### config.mk
export PLATFORM = sky130hd
export DESIGN_NAME = thrust_ctrl_flat
export DESIGN_NICKNAME = d
export VERILOG_FILES = /design/src/rtl/thrust_ctrl_if.sv /design/src/rtl/thrust_ctrl.sv /design/src/flat_wrapper.sv
export SDC_FILE = /design/constraint.sdc
export NUM_CORES = 1
export LEC_CHECK = 0
export CAP_MARGIN = 20
export CORE_ASPECT_RATIO = 2
export CORE_UTILIZATION = 57
export DETAILED_ROUTE_END_ITERATION = 10
export PLACE_DENSITY = 0.84
export REMOVE_ABC_BUFFERS = 1
export SLEW_MARGIN = 20
export SYNTH_ARGS = -nofsm -noshare
export SYNTH_HDL_FRONTEND = slang
export SYNTH_SLANG_ARGS = --single-unit
### constraint.sdc
create_clock -name clk_25 -period 4.4 [get_ports clk_25]
set_clock_uncertainty 0.1 [all_clocks]
set_input_delay 0.88 -clock clk_25 [delete_from_list [all_inputs] [get_ports clk_25]]
set_output_delay 0.88 -clock clk_25 [all_outputs]
set_load 0.005 [all_outputs]
### src/rtl/thrust_ctrl_if.sv
// Lever/rotate signal bundle between the input-decode side and thrust_ctrl.
// The master modport is the host/decode side; the slave modport is the sequencer.
interface thrust_ctrl_if;
    logic       mode;
    logic [7:0] analog_y;
    logic [7:0] analog_x;
    logic       thr_up;
    logic       thr_down;
    logic       turn_l_in;
    logic       turn_r_in;
    logic [7:0] THRUST;
    logic       ROT_LEFT_L;
    logic       ROT_RIGHT_L;

    modport master (
        output mode, analog_y, analog_x, thr_up, thr_down, turn_l_in, turn_r_in,
        input  THRUST, ROT_LEFT_L, ROT_RIGHT_L
    );

    modport slave (
        input  mode, analog_y, analog_x, thr_up, thr_down, turn_l_in, turn_r_in,
        output THRUST, ROT_LEFT_L, ROT_RIGHT_L
    );
endinterface

### src/rtl/thrust_ctrl.sv
// Lunar Lander thrust/rotate sequencer: analog or d-pad ramped thrust with
// bumpless hand-over, plus hysteresis-filtered stick rotate requests.
module thrust_ctrl #(
    parameter int TICK_DIV   = 98_425,
    parameter int MAX_THRUST = 254,
    parameter int TURN_ON    = 64,
    parameter int TURN_OFF   = 48
) (
    input  logic          clk_25,
    input  logic          RESET_L,
    thrust_ctrl_if.slave  bus
);
    localparam int unsigned CNT_W = (TICK_DIV > 1) ? $clog2(TICK_DIV) : 1;

    logic [CNT_W-1:0] r_cnt;
    logic [7:0]       r_acc;
    logic             r_mode_q;
    logic             r_sl;
    logic             r_sr;
    logic [7:0]       r_thrust;
    logic             r_rot_l_n;
    logic             r_rot_r_n;

    logic             w_tick;
    logic [8:0]       w_a_thr;
    logic [7:0]       w_a_clamp;
    logic [7:0]       w_acc_next;
    int               w_ax;
    logic             w_sl_next;
    logic             w_sr_next;
    logic             w_l;
    logic             w_r;

    assign w_tick = (r_cnt == CNT_W'(TICK_DIV - 1));

    // 127 - y never leaves 0..255, so a 9-bit unsigned difference is exact.
    assign w_a_thr   = 9'(9'd127 - {bus.analog_y[7], bus.analog_y});
    assign w_a_clamp = (w_a_thr > 9'(MAX_THRUST)) ? 8'(MAX_THRUST) : w_a_thr[7:0];

    // Mode-entry load beats the ramp tick so the hand-over is bumpless.
    always_comb begin
        w_acc_next = r_acc;
        if (bus.mode && !r_mode_q) begin
            w_acc_next = w_a_clamp;
        end else if (w_tick) begin
            if (bus.thr_up && !bus.thr_down && (r_acc < 8'(MAX_THRUST)))
                w_acc_next = 8'(r_acc + 8'd1);
            else if (bus.thr_down && !bus.thr_up && (r_acc != 8'd0))
                w_acc_next = 8'(r_acc - 8'd1);
        end
    end

    assign w_ax = int'($signed(bus.analog_x));

    always_comb begin
        w_sl_next = r_sl;
        w_sr_next = r_sr;
        if (w_ax < -TURN_ON)       w_sl_next = 1'b1;
        else if (w_ax > -TURN_OFF) w_sl_next = 1'b0;
        if (w_ax > TURN_ON)        w_sr_next = 1'b1;
        else if (w_ax < TURN_OFF)  w_sr_next = 1'b0;
    end

    assign w_l = bus.turn_l_in | w_sl_next;
    assign w_r = bus.turn_r_in | w_sr_next;

    always_ff @(posedge clk_25 or negedge RESET_L) begin
        if (!RESET_L) begin
            r_cnt     <= '0;
            r_acc     <= 8'd0;
            r_mode_q  <= 1'b0;
            r_sl      <= 1'b0;
            r_sr      <= 1'b0;
            r_thrust  <= 8'd0;
            r_rot_l_n <= 1'b1;
            r_rot_r_n <= 1'b1;
        end else begin
            r_cnt     <= w_tick ? '0 : CNT_W'(r_cnt + 1'b1);
            r_acc     <= w_acc_next;
            r_mode_q  <= bus.mode;
            r_sl      <= w_sl_next;
            r_sr      <= w_sr_next;
            r_thrust  <= bus.mode ? w_acc_next : w_a_clamp;
            // Opposing requests cancel: both lines stay inactive.
            r_rot_l_n <= ~(w_l & ~w_r);
            r_rot_r_n <= ~(w_r & ~w_l);
        end
    end

    assign bus.THRUST      = r_thrust;
    assign bus.ROT_LEFT_L  = r_rot_l_n;
    assign bus.ROT_RIGHT_L = r_rot_r_n;
endmodule
### src/flat_wrapper.sv
// flat-port wrapper written by rule: the top's interface ports become plain ports
module thrust_ctrl_flat 
#(
    parameter int TICK_DIV   = 98_425,
    parameter int MAX_THRUST = 254,
    parameter int TURN_ON    = 64,
    parameter int TURN_OFF   = 48
)
  (clk_25, RESET_L, bus_mode, bus_analog_y, bus_analog_x, bus_thr_up, bus_thr_down, bus_turn_l_in, bus_turn_r_in, bus_THRUST, bus_ROT_LEFT_L, bus_ROT_RIGHT_L);
  thrust_ctrl_if bus_i ();
  input  logic clk_25;
  input  logic RESET_L;
  input wire logic [$bits(bus_i.mode)-1:0] bus_mode;
  input wire logic [$bits(bus_i.analog_y)-1:0] bus_analog_y;
  input wire logic [$bits(bus_i.analog_x)-1:0] bus_analog_x;
  input wire logic [$bits(bus_i.thr_up)-1:0] bus_thr_up;
  input wire logic [$bits(bus_i.thr_down)-1:0] bus_thr_down;
  input wire logic [$bits(bus_i.turn_l_in)-1:0] bus_turn_l_in;
  input wire logic [$bits(bus_i.turn_r_in)-1:0] bus_turn_r_in;
  output wire logic [$bits(bus_i.THRUST)-1:0] bus_THRUST;
  output wire logic [$bits(bus_i.ROT_LEFT_L)-1:0] bus_ROT_LEFT_L;
  output wire logic [$bits(bus_i.ROT_RIGHT_L)-1:0] bus_ROT_RIGHT_L;
  assign bus_i.mode = bus_mode;
  assign bus_i.analog_y = bus_analog_y;
  assign bus_i.analog_x = bus_analog_x;
  assign bus_i.thr_up = bus_thr_up;
  assign bus_i.thr_down = bus_thr_down;
  assign bus_i.turn_l_in = bus_turn_l_in;
  assign bus_i.turn_r_in = bus_turn_r_in;
  assign bus_THRUST = bus_i.THRUST;
  assign bus_ROT_LEFT_L = bus_i.ROT_LEFT_L;
  assign bus_ROT_RIGHT_L = bus_i.ROT_RIGHT_L;
  thrust_ctrl #(.TICK_DIV(TICK_DIV), .MAX_THRUST(MAX_THRUST), .TURN_ON(TURN_ON), .TURN_OFF(TURN_OFF)) u_core (.clk_25(clk_25), .RESET_L(RESET_L), .bus(bus_i));
endmodule
==> results by group, run 1 <==
Timing
  – Fin crit share: 62.9%
  – Worst slew pin tran: 0.488 ns
  – Final hold viol count: 0
  – Setup TNS Final: 0 ns
  – Maximum clock frequency: 361 MHz
  – Final Setup Violations: 0
  – Max Slew Vio Count: 0
  – Relative slew slack: 67.4%
  – Unrepaired setup endpoints after global routing: no
  – Period minus WS final: 2.77 ns

Critical path
  – Delay-heaviest family, CP: simple AND/OR/NAND/NOR gates
  – Buffers plus inverters on the worst setup path: 1
  – Crit-path most repeated cell: a21oi_2
  – Critical path type: primary input to flop
  – Slowest cell on the critical path: clkdlybuf4s50_1
  – CP Launch Type: primary input
  – CP Cell Sequence: clkdlybuf4s50_1 -> or2b_2 -> or4b_4 -> a21oi_2 -> a21oi_2 -> o31ai_1
  – Max Fanout on Critical Path: 4
  – CP endpoint kind: flop
  – Worst Path Arrival: 2.85 ns
  – Max incr delay on CP: 0.52 ns
  – Worst EP required: 4.48 ns

Placement
  – I/O Buffers: 32
  – RePlAce Congestion: 0.950
  – Hpwl dp: 3620 um
  – Total placed cells including tap cells: 272

Clock tree
  – Post-CTS setup repair buffer count: 0
  – TritonCTS buffer count: 5
  – CTS root buf: clkbuf_8
  – CTS tree: built
  – CTS resizes: 0
  – Reg clk slew, reported paths: 0.07 ns
  – Worst-skew pair later-pin latency: 0.29 ns
  – CTS H-tree depth: 2
  – CTS sink count: 38
  – Hold buffers post-CTS: 0
  – Clock Tree Buf Depth: 2

Logic synthesis
  – Ranking of synthesized cells by area: dfrtp_1 44%, mux2i_1 5.8%, xnor2_1 5.1%
  – Mapped Cells: 195
  – Syn Area/Cell: 10.6 um2
  – Asr flop ratio synth: 100%
  – Post-synth top flop: dfrtp_1
  – Sequential area share after synthesis: 46.1%
  – Mapped Area: 2070 um2
  – YS warnings: 0
  – Synth area leader: dfrtp_1
  – Yosys cell types: 55
  – Yosys top cell area share: 43.5%
  – EDFF count, synth: 0
  – Synth Register Bits: 38

Floorplan
  – Die Ht: 87.2 um
  – Core footprint: 3420 um2
  – I/O pin count: 33
  – Standard-cell rows: 30
  – Die width: 44.6 um
  – Die area: 3890 um2
  – Initial Util: 60.6%

Global routing
  – First-pass GRT wire length: 7830 um
  – Global route overflow: 0
  – Vias in the first global route: 1,777
  – Antenna violations before repair: 0
  – Total GRT Usage: 27.5%
  – Largest net degree at the start of global routing: 39

Layout
  – Post-route insts no fill: 280
  – ANT cells: 0
  – Area Overhead vs Synth: 23.1%
  – Final Util: 74.6%
  – Share of layout cells above drive strength 1: 11.6%
  – Final nets: 259

Detailed routing
  – Via count: 1,634
  – Via density: 5.84
  – DRC violations left: 0
  – Wire length per cell: 17.2 um
  – Initial DRC count: 33
  – WL final: 4820 um
  – ANT nets after route: 0
  – Drt pass-1 iters: 4

Job
  – Max Cap Violations: 0

Power and ir drop
  – Power Density: 314 nW/um2
  – Peak VDD IR: 266 uV
  – Leak pwr: 1.11 nW

Status
  – Status: completed

Hold path
  – Hold Crit Class: flop to flop
-- layout make-up --
class / instances / area, um2
multi-input cells: 145 / 1070
flip-flops and latches: 38 / 953
fillers: 232 / 868
repair buffers: 33 / 328
clock buffers: 5 / 68.8
well taps: 48 / 60.1
clock inverters: 3 / 40.0
inverters: 8 / 30.0
-- per-layer routing --
layer	GRT usage (%)	part of all wire [%]	up-vias	wire, um
met5	0	0	-	0
met1	26.6	36	820	1730
met3	4.56	2.1	10	99
met4	12.7	2.5	0	121
met2	52.8	60	25	2870
li1	-	-	779	-
-- state kept, by name, indices dropped and copies added, names as in the netlist --
name	flops
u_core.bus.THRUST	8
u_core.bus.ROT_RIGHT_L	1
u_core.r_sl	1
u_core.r_sr	1
u_core.r_acc	8
u_core.r_mode_q	1
u_core.r_cnt	17
u_core.bus.ROT_LEFT_L	1
-- stage by stage --
stage / setup slack (ns) / total power [mW] / instance area [um2] / hold WS [ns]
floorplan: 2.02 / 0.449 / 2050 / 0.355
global placement: 1.44 / 0.508 / 2440 / 0.397
detailed placement: 1.39 / 0.515 / 2440 / 0.404
CTS: 1.66 / 0.803 / 2550 / 0.414
global route: 1.52 / 0.828 / 2550 / 0.436
finish: 1.63 / 0.799 / 2550 / 0.413
-- path summary, 6_finish.rpt --
kind	slack (ns)	to	startpoint	cells after the start
max in group asynchronous	2.95	u_core.bus.ROT_RIGHT_L	RESET_L	2
worst min register to register	0.41	u_core.r_cnt[0]	u_core.r_cnt[0]	1
worst min-delay path	0.41	u_core.r_cnt[0]	u_core.r_cnt[0]	1
worst max register to register	2.05	u_core.r_acc[1]	u_core.r_acc[1]	7
min in group asynchronous	0.91	u_core.r_cnt[15]	RESET_L	2
worst max-delay path	1.63	u_core.r_acc[7]	bus_thr_up	6
-- cells by family after synthesis --
kind of cell | count (synthesis) | share of synthesized area (%)
buf+inv | 12 | 2.36
mux | 12 | 5.80
fa+ha+maj | 5 | 3.02
flops | 38 | 46.1
xor+xnor | 19 | 8.04
compound gates | 36 | 12.4
simple gates | 73 | 22.3
-- Yosys cell counts, types with 2 or more instances --
master	count
xor2_1	7
or4_1	2
a21oi_2	2
nand2b_1	2
and3_1	5
nand3_1	5
a21oi_1	7
o211ai_1	6
nor2_1	15
dfrtp_1	36
inv_1	8
xnor2_1	12
nor2b_1	2
nor3_1	5
dfstp_2	2
nand2_1	12
clkbuf_1	2
or3_1	5
and4_1	2
mux2i_1	12
o21ai_0	6
ha_1	5
o31ai_1	3
-- power breakdown --
part	switching [mW]	total [mW]	internal [mW]
clock	0.123	0.290	0.167
sequential	0.0244	0.394	0.369
combinational	0.0534	0.116	0.0622
-- cell usage in the layout, fill, tap and decap left out, types with 6 or more instances in the layout --
cell type,instances
mux2i_1,12
o211ai_1,6
a21oi_1,7
inv_1,8
xor2_1,7
nand2_1,12
clkdlybuf4s50_1,32
xnor2_1,12
nor2_1,15
o21ai_0,6
dfrtp_1,36
Power figures use the tool's default switching activity.
==> run 2: changes to the inputs <==
- CORE_UTILIZATION: 57 -> 48
- PLACE_DENSITY: 0.84 -> 0.76
- clock period: 4.4 -> 2.25 ns (I/O delays scaled with it)
==> results by group, run 2 (synthesis gave the netlist of run 1 again) <==
Layout
  – Largest register FFs: 17
  – Final nets: 280
  – Leading cell type in the layout, fill and taps excluded: dfrtp_1
  – Share of layout cells above drive strength 1: 19.8%
  – ANT cells: 0
  – Area Overhead vs Synth: 32.3%
  – Final Util: 66.3%
  – Commonest non-fill, non-tap cells in the layout: 36 x dfrtp_1, 31 x clkdlybuf4s50_1, 22 x buf_4, 15 x nor2_1
  – Top reg by flops: u_core.r_cnt

Timing
  – Final hold viol count: 0
  – Hold WS: 0.0407 ns
  – Worst slew pin tran: 0.561 ns
  – Max Slew Vio Count: 0
  – Final Setup Violations: 0
  – Period minus WS final: 2.19 ns
  – Maximum clock frequency: 457 MHz
  – Unrepaired setup endpoints after global routing: yes
  – Fin crit share: 97.3%
  – Relative slew slack: 62.6%

Clock tree
  – Worst-skew pair later-pin latency: 0.29 ns
  – CTS H-tree depth: 2
  – CTS tree: built
  – CTS sink count: 38
  – Reg clk slew, reported paths: 0.08 ns
  – Clock Tree Buf Depth: 2
  – CTS root buf: clkbuf_8
  – TritonCTS buffer count: 5

Floorplan
  – Core footprint: 4130 um2
  – Standard-cell rows: 33
  – Die width: 48.4 um
  – Die Ht: 94.9 um
  – Die area: 4590 um2
  – I/O pin count: 33
  – Initial Util: 50.1%

Global routing
  – Vias in the first global route: 1,801
  – Total GRT Usage: 21.8%
  – Largest net degree at the start of global routing: 26
  – First-pass GRT wire length: 7520 um
  – Antenna violations before repair: 0
  – Global route overflow: 0

Critical path
  – Critical path type: primary input to flop
  – Worst Path Arrival: 2.27 ns
  – Max Fanout on Critical Path: 3
  – CP endpoint kind: flop
  – Worst EP required: 2.33 ns
  – CP Launch Type: primary input
  – FF-to-FF setup slack: 0.16 ns
  – Reg-to-reg endpoint: u_core.bus.THRUST[1]
  – Register-to-Register Path Depth: 5
  – Worst reg2reg startpoint: u_core.r_acc[5]

Placement
  – Hpwl dp: 3610 um
  – I/O Buffers: 32
  – RePlAce Congestion: 0.805

Hold path
  – Hold Crit Class: primary input to asynchronous set/reset pin

Detailed routing
  – Via density: 5.67
  – ANT nets after route: 0
  – Initial DRC count: 29
  – WL met2: 2800 um
  – Drt pass-1 iters: 6
  – Max layer used: met4
  – Routed wl met3: 87 um
  – Metal-1 WL: 1580 um
  – Via count: 1,728
  – Wire length per cell: 15.2 um
  – DRC violations left: 0
  – WL final: 4650 um

Power and ir drop
  – Power Density: 589 nW/um2
  – Leak pwr: 1.20 nW
  – Final Power: 1.61 mW
  – Peak VDD IR: 578 uV

Job
  – Max Cap Violations: 0

Status
  – Status: completed
==> run 2: routing by layer <==
metal	track usage, %	vias up
met3	2.90	13
met5	0	-
li1	-	827
met4	13.7	0
met1	18.5	852
met2	45.4	36
==> run 2: area by class of cell <==
| type | count | area (um2) |
|---|---|---|
| clock buffer | 6 | 72.6 |
| clock inverter | 2 | 37.5 |
| multi-input combinational | 145 | 1100 |
| tap | 52 | 65.1 |
| timing repair buffer | 54 | 480 |
| fill | 355 | 1390 |
| inverter | 8 | 30.0 |
| sequential | 38 | 953 |
==> run 2: critical path, cell delays in order <==
cell,delay (ns)
clkdlybuf4s50_1,0.49
or2b_2,0.31
or4b_4,0.50
a21oi_4,0.19
o2111a_2,0.25
o31ai_1,0.07
==> run 2: worst max path at each step <==
stage                    startpoint                   end  slack [ns]  cells after the start
floorplan           u_core.r_acc[1]       u_core.r_acc[1]        0.10                      7
global placement         bus_thr_up  u_core.bus.THRUST[7]       -0.24                      6
detailed placement       bus_thr_up       u_core.r_acc[5]       -0.28                      6
CTS                 u_core.r_acc[1]       u_core.r_acc[2]        0.01                      8
global route             bus_thr_up       u_core.r_acc[7]       -0.01                      6
finish                   bus_thr_up       u_core.r_acc[7]        0.06                      6
==> run 2: report_power, final <==
group	total, mW	internal (mW)	switching (mW)
Combinational	0.293	0.160	0.133
Sequential	0.746	0.723	0.0234
Clock	0.574	0.331	0.244
==> run 2: stage by stage <==
stage	instance area [um2]	worst slack, ns	std cells	TNS (ns)
3_3_place_gp	2590	-0.237	296	-1.53
2_1_floorplan	2050	0.103	191	0
5_1_grt	2740	-0.0135	305	-0.0246
6_report	2740	0.0615	305	0
3_5_place_dp	2590	-0.283	296	-1.91
4_1_cts	2700	0.0136	304	0
==> run 2: repair_timing <==
item | 4_1_cts | 5_1_grt
hold buffers | 0 | 0
gates resized for setup | 0 | 5
setup endpoints to repair | 0 | 12
buffers inserted | 0 | 1
